## config.mk

```make
export PLATFORM = sky130hd
export DESIGN_NAME = instruction_fetch_flat
export DESIGN_NICKNAME = d
export VERILOG_FILES = /design/src/rtl/instruction_fetch_pkg.sv /design/src/rtl/instruction_fetch_if.sv /design/src/rtl/instruction_fetch_sat_counter.sv /design/src/rtl/instruction_fetch.sv /design/src/flat_wrapper.sv
export SDC_FILE = /design/constraint.sdc
export NUM_CORES = 1
export LEC_CHECK = 0
export ABC_AREA = 1
export BUFFER_PORTS_ARGS = -buffer_cell sky130_fd_sc_hd__buf_2
export CELL_PAD_IN_SITES_DETAIL_PLACEMENT = 1
export CELL_PAD_IN_SITES_GLOBAL_PLACEMENT = 1
export CORE_ASPECT_RATIO = 0.5
export CORE_MARGIN = 3
export CORE_UTILIZATION = 35
export DETAILED_ROUTE_END_ITERATION = 6
export PLACE_DENSITY_LB_ADDON = 0.1
export SLEW_MARGIN = 25
export SYNTH_ARGS = -nofsm -noshare
export SYNTH_HDL_FRONTEND = slang
export SYNTH_SLANG_ARGS = --single-unit
```

## constraint.sdc

```tcl
create_clock -name clk -period 3.63 [get_ports clk]
set_clock_uncertainty 0.15 [all_clocks]
set_input_delay 0.1815 -clock clk [delete_from_list [all_inputs] [get_ports clk]]
set_output_delay 0.1815 -clock clk [all_outputs]
set_load 0.05 [all_outputs]
```

## src/rtl/instruction_fetch_pkg.sv

```systemverilog
// Shared types for the fetch stage: FSM state encoding and the bubble instruction.
package fetch_pkg;
    typedef enum logic [1:0] {FILL, RUN, HALTED} fetch_state_t;
    localparam logic [31:0] NOP_INSTR = 32'h0000_0013;
endpackage

```

## src/rtl/instruction_fetch_if.sv

```systemverilog
// Fetch <-> datapath/ROM bundle; master is the fetch stage, slave is the datapath and ROM side.
interface instruction_fetch_if #(parameter int AW = 6);
    logic [31:0]   npc_in;
    logic          halt_in;
    logic          stall_in;
    logic [AW-1:0] rom_addr;
    logic [31:0]   rom_q;
    logic [31:0]   instr_out;
    logic [31:0]   pc_out;
    logic          instr_valid;
    logic          halted;
    logic          fault;
    logic [31:0]   fault_addr;
    logic [31:0]   retired;

    modport master (
        input  npc_in, halt_in, stall_in, rom_q,
        output rom_addr, instr_out, pc_out, instr_valid, halted, fault, fault_addr, retired
    );

    modport slave (
        output npc_in, halt_in, stall_in, rom_q,
        input  rom_addr, instr_out, pc_out, instr_valid, halted, fault, fault_addr, retired
    );
endinterface

```

## src/rtl/instruction_fetch_sat_counter.sv

```systemverilog
// 32-bit saturating event counter; one-cycle update latency, sticks at all-ones, no backpressure.
module sat_counter (
    input  logic        clk,
    input  logic        reset_n,
    input  logic        inc,
    output logic [31:0] count
);
    logic [31:0] count_q;

    always_ff @(posedge clk) begin
        if (!reset_n) begin
            count_q <= '0;
        end else if (inc && (count_q != 32'hFFFF_FFFF)) begin
            count_q <= count_q + 32'd1;
        end
    end

    assign count = count_q;
endmodule

```

## src/rtl/instruction_fetch.sv

```systemverilog
// Registered PC / ROM fetch stage: one-cycle fetch latency, one FILL bubble after reset.
// Stall holds the current instruction and PC; halt or a bad next-PC stops fetch until reset.
module instruction_fetch
    import fetch_pkg::*;
#(
    parameter int          AW       = 6,
    parameter logic [31:0] RESET_PC = 32'h0000_0000,
    parameter logic [31:0] NOP      = NOP_INSTR
) (
    input  logic                clk,
    input  logic                reset_n,
    instruction_fetch_if.master bus
);
    fetch_state_t state;
    logic [31:0]  pc_q;
    logic [31:0]  fault_addr_q;
    logic         vld_q;
    logic         halted_q;
    logic         fault_q;
    logic         npc_bad;
    logic         retire;
    logic         advance;

    // Addresses beyond the ROM fault instead of wrapping back to word 0.
    assign npc_bad = (bus.npc_in[1:0] != 2'b00) || (bus.npc_in[31:AW+2] != '0);
    assign retire  = (state == RUN) && !bus.stall_in;
    assign advance = retire && !bus.halt_in && !npc_bad;

    // The ROM samples this at the coming edge, so it must already point at the next PC.
    assign bus.rom_addr = !reset_n ? RESET_PC[AW+1:2] :
                          advance  ? bus.npc_in[AW+1:2] :
                                     pc_q[AW+1:2];

    always_ff @(posedge clk) begin
        if (!reset_n) begin
            state        <= FILL;
            pc_q         <= RESET_PC;
            vld_q        <= 1'b0;
            halted_q     <= 1'b0;
            fault_q      <= 1'b0;
            fault_addr_q <= '0;
        end else begin
            case (state)
                FILL: begin
                    state <= RUN;
                    vld_q <= 1'b1;
                end
                RUN: begin
                    if (retire) begin
                        if (bus.halt_in) begin
                            state    <= HALTED;
                            vld_q    <= 1'b0;
                            halted_q <= 1'b1;
                        end else if (npc_bad) begin
                            state        <= HALTED;
                            vld_q        <= 1'b0;
                            halted_q     <= 1'b1;
                            fault_q      <= 1'b1;
                            fault_addr_q <= bus.npc_in;
                        end else begin
                            pc_q <= bus.npc_in;
                        end
                    end
                end
                default: begin
                    state <= HALTED;
                end
            endcase
        end
    end

    sat_counter u_retired (
        .clk     (clk),
        .reset_n (reset_n),
        .inc     (retire),
        .count   (bus.retired)
    );

    assign bus.instr_out   = vld_q ? bus.rom_q : NOP;
    assign bus.pc_out      = pc_q;
    assign bus.instr_valid = vld_q;
    assign bus.halted      = halted_q;
    assign bus.fault       = fault_q;
    assign bus.fault_addr  = fault_addr_q;
endmodule

```

## src/flat_wrapper.sv

```systemverilog
// flat-port wrapper written by rule: the top's interface ports become plain ports
module instruction_fetch_flat import fetch_pkg::*;
#(
    parameter int          AW       = 6,
    parameter logic [31:0] RESET_PC = 32'h0000_0000,
    parameter logic [31:0] NOP      = NOP_INSTR
)
  (clk, reset_n, bus_npc_in, bus_halt_in, bus_stall_in, bus_rom_q, bus_rom_addr, bus_instr_out, bus_pc_out, bus_instr_valid, bus_halted, bus_fault, bus_fault_addr, bus_retired);
  instruction_fetch_if #(.AW(AW)) bus_i ();
  input  logic clk;
  input  logic reset_n;
  input wire logic [$bits(bus_i.npc_in)-1:0] bus_npc_in;
  input wire logic [$bits(bus_i.halt_in)-1:0] bus_halt_in;
  input wire logic [$bits(bus_i.stall_in)-1:0] bus_stall_in;
  input wire logic [$bits(bus_i.rom_q)-1:0] bus_rom_q;
  output wire logic [$bits(bus_i.rom_addr)-1:0] bus_rom_addr;
  output wire logic [$bits(bus_i.instr_out)-1:0] bus_instr_out;
  output wire logic [$bits(bus_i.pc_out)-1:0] bus_pc_out;
  output wire logic [$bits(bus_i.instr_valid)-1:0] bus_instr_valid;
  output wire logic [$bits(bus_i.halted)-1:0] bus_halted;
  output wire logic [$bits(bus_i.fault)-1:0] bus_fault;
  output wire logic [$bits(bus_i.fault_addr)-1:0] bus_fault_addr;
  output wire logic [$bits(bus_i.retired)-1:0] bus_retired;
  assign bus_i.npc_in = bus_npc_in;
  assign bus_i.halt_in = bus_halt_in;
  assign bus_i.stall_in = bus_stall_in;
  assign bus_i.rom_q = bus_rom_q;
  assign bus_rom_addr = bus_i.rom_addr;
  assign bus_instr_out = bus_i.instr_out;
  assign bus_pc_out = bus_i.pc_out;
  assign bus_instr_valid = bus_i.instr_valid;
  assign bus_halted = bus_i.halted;
  assign bus_fault = bus_i.fault;
  assign bus_fault_addr = bus_i.fault_addr;
  assign bus_retired = bus_i.retired;
  instruction_fetch #(.AW(AW), .RESET_PC(RESET_PC), .NOP(NOP)) u_core (.clk(clk), .reset_n(reset_n), .bus(bus_i));
endmodule
```

### Word level (Yosys, flattened, before mapping)

Cells that the tools add are included.

| word-level totals | value |
|---|---|
| register bits | 101 |
| latch bits | 0 |
| output and inout port bits | 137 |
| bits in writable memories | 0 |
| memories | 0 |
| bits in read-only memories | 0 |
| logic and storage cells | 45 |

| operators by class | value |
|---|---|
| reduce and logical (&&, ||, !) cells | 18 |
| bitwise gates (word level) | 2 |
| $add $sub $neg | 1 |
| shift operators | 0 |
| $lt $le $gt $ge | 0 |
| mux-type cells | 13 |
| divide/modulo/power cells | 0 |
| equality and inequality tests | 4 |
| multipliers | 0 |

Operator list:

| kind | count |
|---|---|
| $add A32 B1 Y32 const B | 1 |
| $mux W32 | 1 |
| $ne A32 B32 Y1 const B | 1 |
| $reduce_bool A24 Y1 | 1 |
| $mux W6 | 2 |
| $reduce_and A4 Y1 | 2 |
| $mux W2 | 3 |
| $reduce_and A3 Y1 | 2 |
| $reduce_bool A2 Y1 | 3 |
| $mux W1 | 5 |
| $logic_and A1 B1 Y1 | 4 |
| $pmux W2 S2 | 1 |
| $logic_not A1 Y1 | 3 |
| $ne A3 B2 Y1 const B | 1 |
| $eq A2 B1 Y1 const B | 1 |
| $logic_not A2 Y1 | 1 |
| $ne A2 B1 Y1 const B | 1 |
| $not A1 Y1 | 2 |
| $pmux W1 S2 | 1 |
| $reduce_and A2 Y1 | 1 |
| $logic_or A1 B1 Y1 | 1 |

### Logic depth before layout (Yosys ltp)

| depth | value |
|---|---|
| depth after elaboration | 6 |
| depth in mapped cells | 11 |

### Hierarchy

From an unflattened synthesis, not the netlist that was laid out.

| unflattened totals | value |
|---|---|
| cell total of the unflattened synthesis | 702 |
| area, all modules | 4619.4 um^2 |

By module, submodules not included:

| module | seq. area each (um^2) | instances | cells an instance | area an instance (um^2) |
|---|---|---|---|---|
| instruction_fetch | 1381.3 | 1 | 378 | 2707.6 |
| sat_counter | 640.6 | 1 | 324 | 1911.8 |

### Least setup slack after synthesis

OpenSTA, ideal clock, no wires.

| timing path | value |
|---|---|
| path kind | register to register |
| start point | reg u_core.u_retired.count_q[0], in the netlist u_core.u_retired.count[0] |
| end point | reg u_core.u_retired.count_q[10], in the netlist u_core.u_retired.count[10] |
| stages on the path, launching flop included | 12 |
| arrival time | 1923 ps |
| data required time | 3342 ps |
| path slack | 1419 ps |
| cell sequence | dfxtp_1 > ha_1 > inv_1 > nor2_4 > nand2_4 > nor2_4 > nand2_4 > nand2_8 > inv_4 > buf_6 > nand2_1 > a21oi_2 |

| on the way | value |
|---|---|
| word-level cells in the longest chain between the ends | 2 |

RTL lines:

| what | line | source |
|---|---|---|
| from (decl) | instruction_fetch_sat_counter.sv:8 | `logic [31:0] count_q;` |
| from (signal assigned) | instruction_fetch_sat_counter.sv:14 | `count_q <= count_q + 32'd1;` |
| branches (longest 2 deep; another with $add A32 B1 Y32) | -- |  |

Parallel ways; which one is timed is not known.
A chain may end at the register's enable or synchronous reset.

### Worst setup path in the final report

| timing path | value |
|---|---|
| start point | in bus_npc_in[31] |
| end point | out bus_rom_addr[3] |

| on the way | value |
|---|---|
| word-level cells in the longest chain between the ends | 6 |

RTL lines:

| what | line | source |
|---|---|---|
| from (decl) | flat_wrapper.sv:12 | `input wire logic [$bits(bus_i.npc_in)-1:0] bus_npc_in;` |
| $reduce_bool A24 Y1 | instruction_fetch.sv:25 | `assign npc_bad = (bus.npc_in[1:0] != 2'b00) \|\| (bus.npc_in[31:AW+2] != '0);` |
| $logic_or A1 B1 Y1 | instruction_fetch.sv:25 |  |
| $logic_not A1 Y1 | instruction_fetch.sv:27 | `assign advance = retire && !bus.halt_in && !npc_bad;` |
| $logic_and A1 B1 Y1 | instruction_fetch.sv:27 |  |
| $mux W6 | instruction_fetch.sv:31 | `advance ? bus.npc_in[AW+1:2] :` |
| $mux W6 | instruction_fetch.sv:30 | `assign bus.rom_addr = !reset_n ? RESET_PC[AW+1:2] :` |
| to (decl) | flat_wrapper.sv:16 | `output wire logic [$bits(bus_i.rom_addr)-1:0] bus_rom_addr;` |

Every way passes these cells.

==> flow_metrics.env <==
export IMPL_wl_per_cell_um=15.7
export IMPL_ys_ff_latch=101
export IMPL_maxCapViolations=0
export IMPL_ys_seq_area_share_pct=41.8
export IMPL_path_cells="dlygate4sd3_1 > buf_2 > nor2_1 > nand4_1 > nor2_2 > nand3_1 > nand2_1 > a21oi_1 > buf_2"
export IMPL_yosysTopAreaCell="dfxtp_1"
export IMPL_yosys_area_top_type_share_pct=41.8
export IMPL_drive_gt1_share_pct=28.5
export IMPL_status="finished clean"
export IMPL_final_max_slew_viol_count=0
export IMPL_nets=1011
export IMPL_grt_antenna_before_repair=1
export IMPL_cts_made_buffers=9
export IMPL_route_detailed_drc=0
export IMPL_die_area_sq_um=15300
export IMPL_first_pass_iters=4
export IMPL_viasPerCell=4.73
export IMPL_critPathMaxFanout=9
export IMPL_fmax_mhz=385
export IMPL_drtIter0Drc=174
export IMPL_clk_path_buf_depth=2
export IMPL_tightestPinTransition_ns=0.677
export IMPL_place_congestion=0.853
export IMPL_ant_nets=0
export IMPL_port_buffers=204
export IMPL_area_delta_synth_final_pct=35.6
export IMPL_cts_clk_slew_worst_paths_ns=0.07
export IMPL_crit_family="simple AND/OR/NAND/NOR gates"
export IMPL_grt_first_pass_wirelength_mm=27.5
export IMPL_max_vdd_ir_drop_uv=240
export IMPL_seq_area_sq_um=2020
export IMPL_final_hold_viol_count=0
export IMPL_start_kind="input pin"
export IMPL_slew_headroom_pct=54.9
export IMPL_clk_latency_ns=0.34
export IMPL_syn_nets=792
export IMPL_path_class="in -> out"
export IMPL_cp_end_kind="output port"
export IMPL_dp_cells=1071
export IMPL_io_pins=205
export IMPL_cp_num_buf_inv=3
export IMPL_cts_max_level=3
export IMPL_instances_no_fill=1119
export IMPL_tns_ns=0
export IMPL_dieHeight_um=89.1
export IMPL_worstPathRequired_ns=3.30
export IMPL_grt_ovfl_total=0
export IMPL_cts_resized=0
export IMPL_slowest_delay_ns=0.58
export IMPL_cts_sinks=101
export IMPL_ys_types=29
export IMPL_design_core_area_sq_um=13100
export IMPL_synth_warnings=0
export IMPL_cts_setup_buffers=0
export IMPL_initial_utilization_pct=37.0
export IMPL_cts_tree="yes"
export IMPL_setup_violations=0
export IMPL_grtUsageTotal_pct=22.7
export IMPL_min_period_over_period_pct=71.6
export IMPL_multi_input_area_sq_um=2400
export IMPL_rsz0062_at_grt="no"
export IMPL_power_density_nw_per_um2=405
export IMPL_min_path_type="in -> reg"
export IMPL_netlist_area_sq_um=4830
export IMPL_n_fill_cell=1758
export IMPL_syn_inst=723
export IMPL_rows=29
export IMPL_p_leak_uw=0.00314
export IMPL_critPathSlowestCell="dlygate4sd3_1"
export IMPL_avgSynthCellArea_sq_um=6.68
export IMPL_drt_wl_total_mm=17.5
export IMPL_cp_common_cell="buf_2"
export IMPL_die_w_um=172
export IMPL_grt_max_degree=41
export IMPL_dpl_hpwl_mm=12.7
export IMPL_synth_area_leaders="dfxtp_1 (42%), nand2_1 (16%), nor2_1 (13%)"
export IMPL_routed_via_count=5295
export IMPL_crit_arrival_ns=2.27
export IMPL_fin_crit_ns=2.60
export IMPL_grt_pass1_vias=5431
export IMPL_clock_root_buffer="clkbuf_16"
-- layer usage --
| layer | part of all wire [%] | vias to the layer above | GRT usage [%] |
|---|---|---|---|
| met1 | 42 | 2499 | 25.7 |
| li1 | - | 2668 | - |
| met5 | 0.074 | - | 0 |
| met4 | 0.78 | 2 | 4.85 |
| met2 | 51 | 114 | 42.7 |
| met3 | 6.1 | 12 | 7.16 |
-- logic make-up after synthesis --
logic type | count (synthesis) | synth area share [%]
simple gates | 441 | 37.9
flops | 101 | 41.8
buf+inv | 90 | 8.44
xor+xnor | 14 | 2.54
fa+ha+maj | 1 | 0.259
compound gates | 76 | 9.04
-- worst reg2reg max path, cell delays in order, from the launching register on --
cell and delay, ns:
dfxtp_1 0.44, ha_1 0.26, inv_1 0.11, nor2_4 0.15
nand2_4 0.09, nor2_4 0.15, nand2_4 0.11, nand2_8 0.24
inv_4 0.20, nor2_1 0.15, nor2_1 0.06
-- registers in the layout (all words and copies together), names as in the netlist --
signal / count
u_core.bus.halted: 1
u_core.bus.fault: 1
u_core.state: 2
u_core.bus.pc_out: 32
u_core.bus.instr_valid: 1
u_core.bus.fault_addr: 32
u_core.u_retired.count: 32
-- through the flow --
stage | instance area [sq um] | util, % | power, uW | worst slack (ns) | hold slack (ns)
final | 6550 | 50.2 | 2650 | 1.03 | 0.00371
after detailed placement | 5910 | 45.2 | 1560 | 1.42 | 0.280
after global routing | 6550 | 50.1 | 2760 | 0.857 | 0.0235
after floorplan | 4830 | - | 1460 | 1.42 | 0.179
after CTS | 6550 | 50.1 | 2680 | 1.08 | 0.00191
after global placement | 5910 | 45.2 | 1560 | 1.48 | 0.275
-- cell usage in the layout (no fill, tap or decap), types with 5 or more instances in the layout --
master         Yosys  routed
nand4_1           12      12
inv_1             58      58
clkbuf_16          0       9
nand3_1           21      21
dlygate4sd3_1      0      30
xnor2_1            5       5
nand2_2           16      16
nor2_1           171     171
xor2_1             9       9
nand2_1          204     204
a21oi_1           25      25
nor2_2             7       7
o21ai_0           33      33
buf_2              5     204
a21oi_2           15      15
dfxtp_1          101     100
-- final timing paths --
kind,from,endpoint,slack [ns],cells after the start
min,bus_npc_in[7],u_core.bus.fault_addr[7],0.004,3
min reg2reg,u_core.bus.pc_out[17],u_core.bus.pc_out[17],0.29,2
max reg2reg,u_core.u_retired.count[0],u_core.u_retired.count[0],1.40,10
max,bus_npc_in[31],bus_rom_addr[3],1.03,9
-- cell usage after synthesis, drive strengths merged --
master	n
xnor2	5
dfxtp	101
nor3	3
nand2	223
a21oi	40
clkinv	1
nand3b	1
ha	1
o21ai	36
nand3	21
buf	13
inv	61
nor2	181
clkbuf	15
xor2	9
nand4	12
-- power breakdown --
part | leakage, uW | internal (uW) | switching, uW
Sequential | 0.000818 | 1130 | 25.6
Clock | 0.000166 | 624 | 461
Combinational | 0.00216 | 112 | 299
-- layout make-up --
class | count | area share [%]
Antenna cell | 2 | 0.0764
Clock buffer | 9 | 3.44
Multi-Input combinational cell | 532 | 36.7
Clock inverter | 7 | 1.70
Tap cell | 170 | 3.25
Timing Repair Buffer | 236 | 20.4
Inverter | 62 | 3.59
Sequential cell | 101 | 30.9
-- timing repair --
item                                   4_1_cts  5_1_grt
hold buffers                                30        0
setup endpoints to repair                    0        0
endpoints found under the hold margin       30        0
Power figures use the tool's default switching activity.
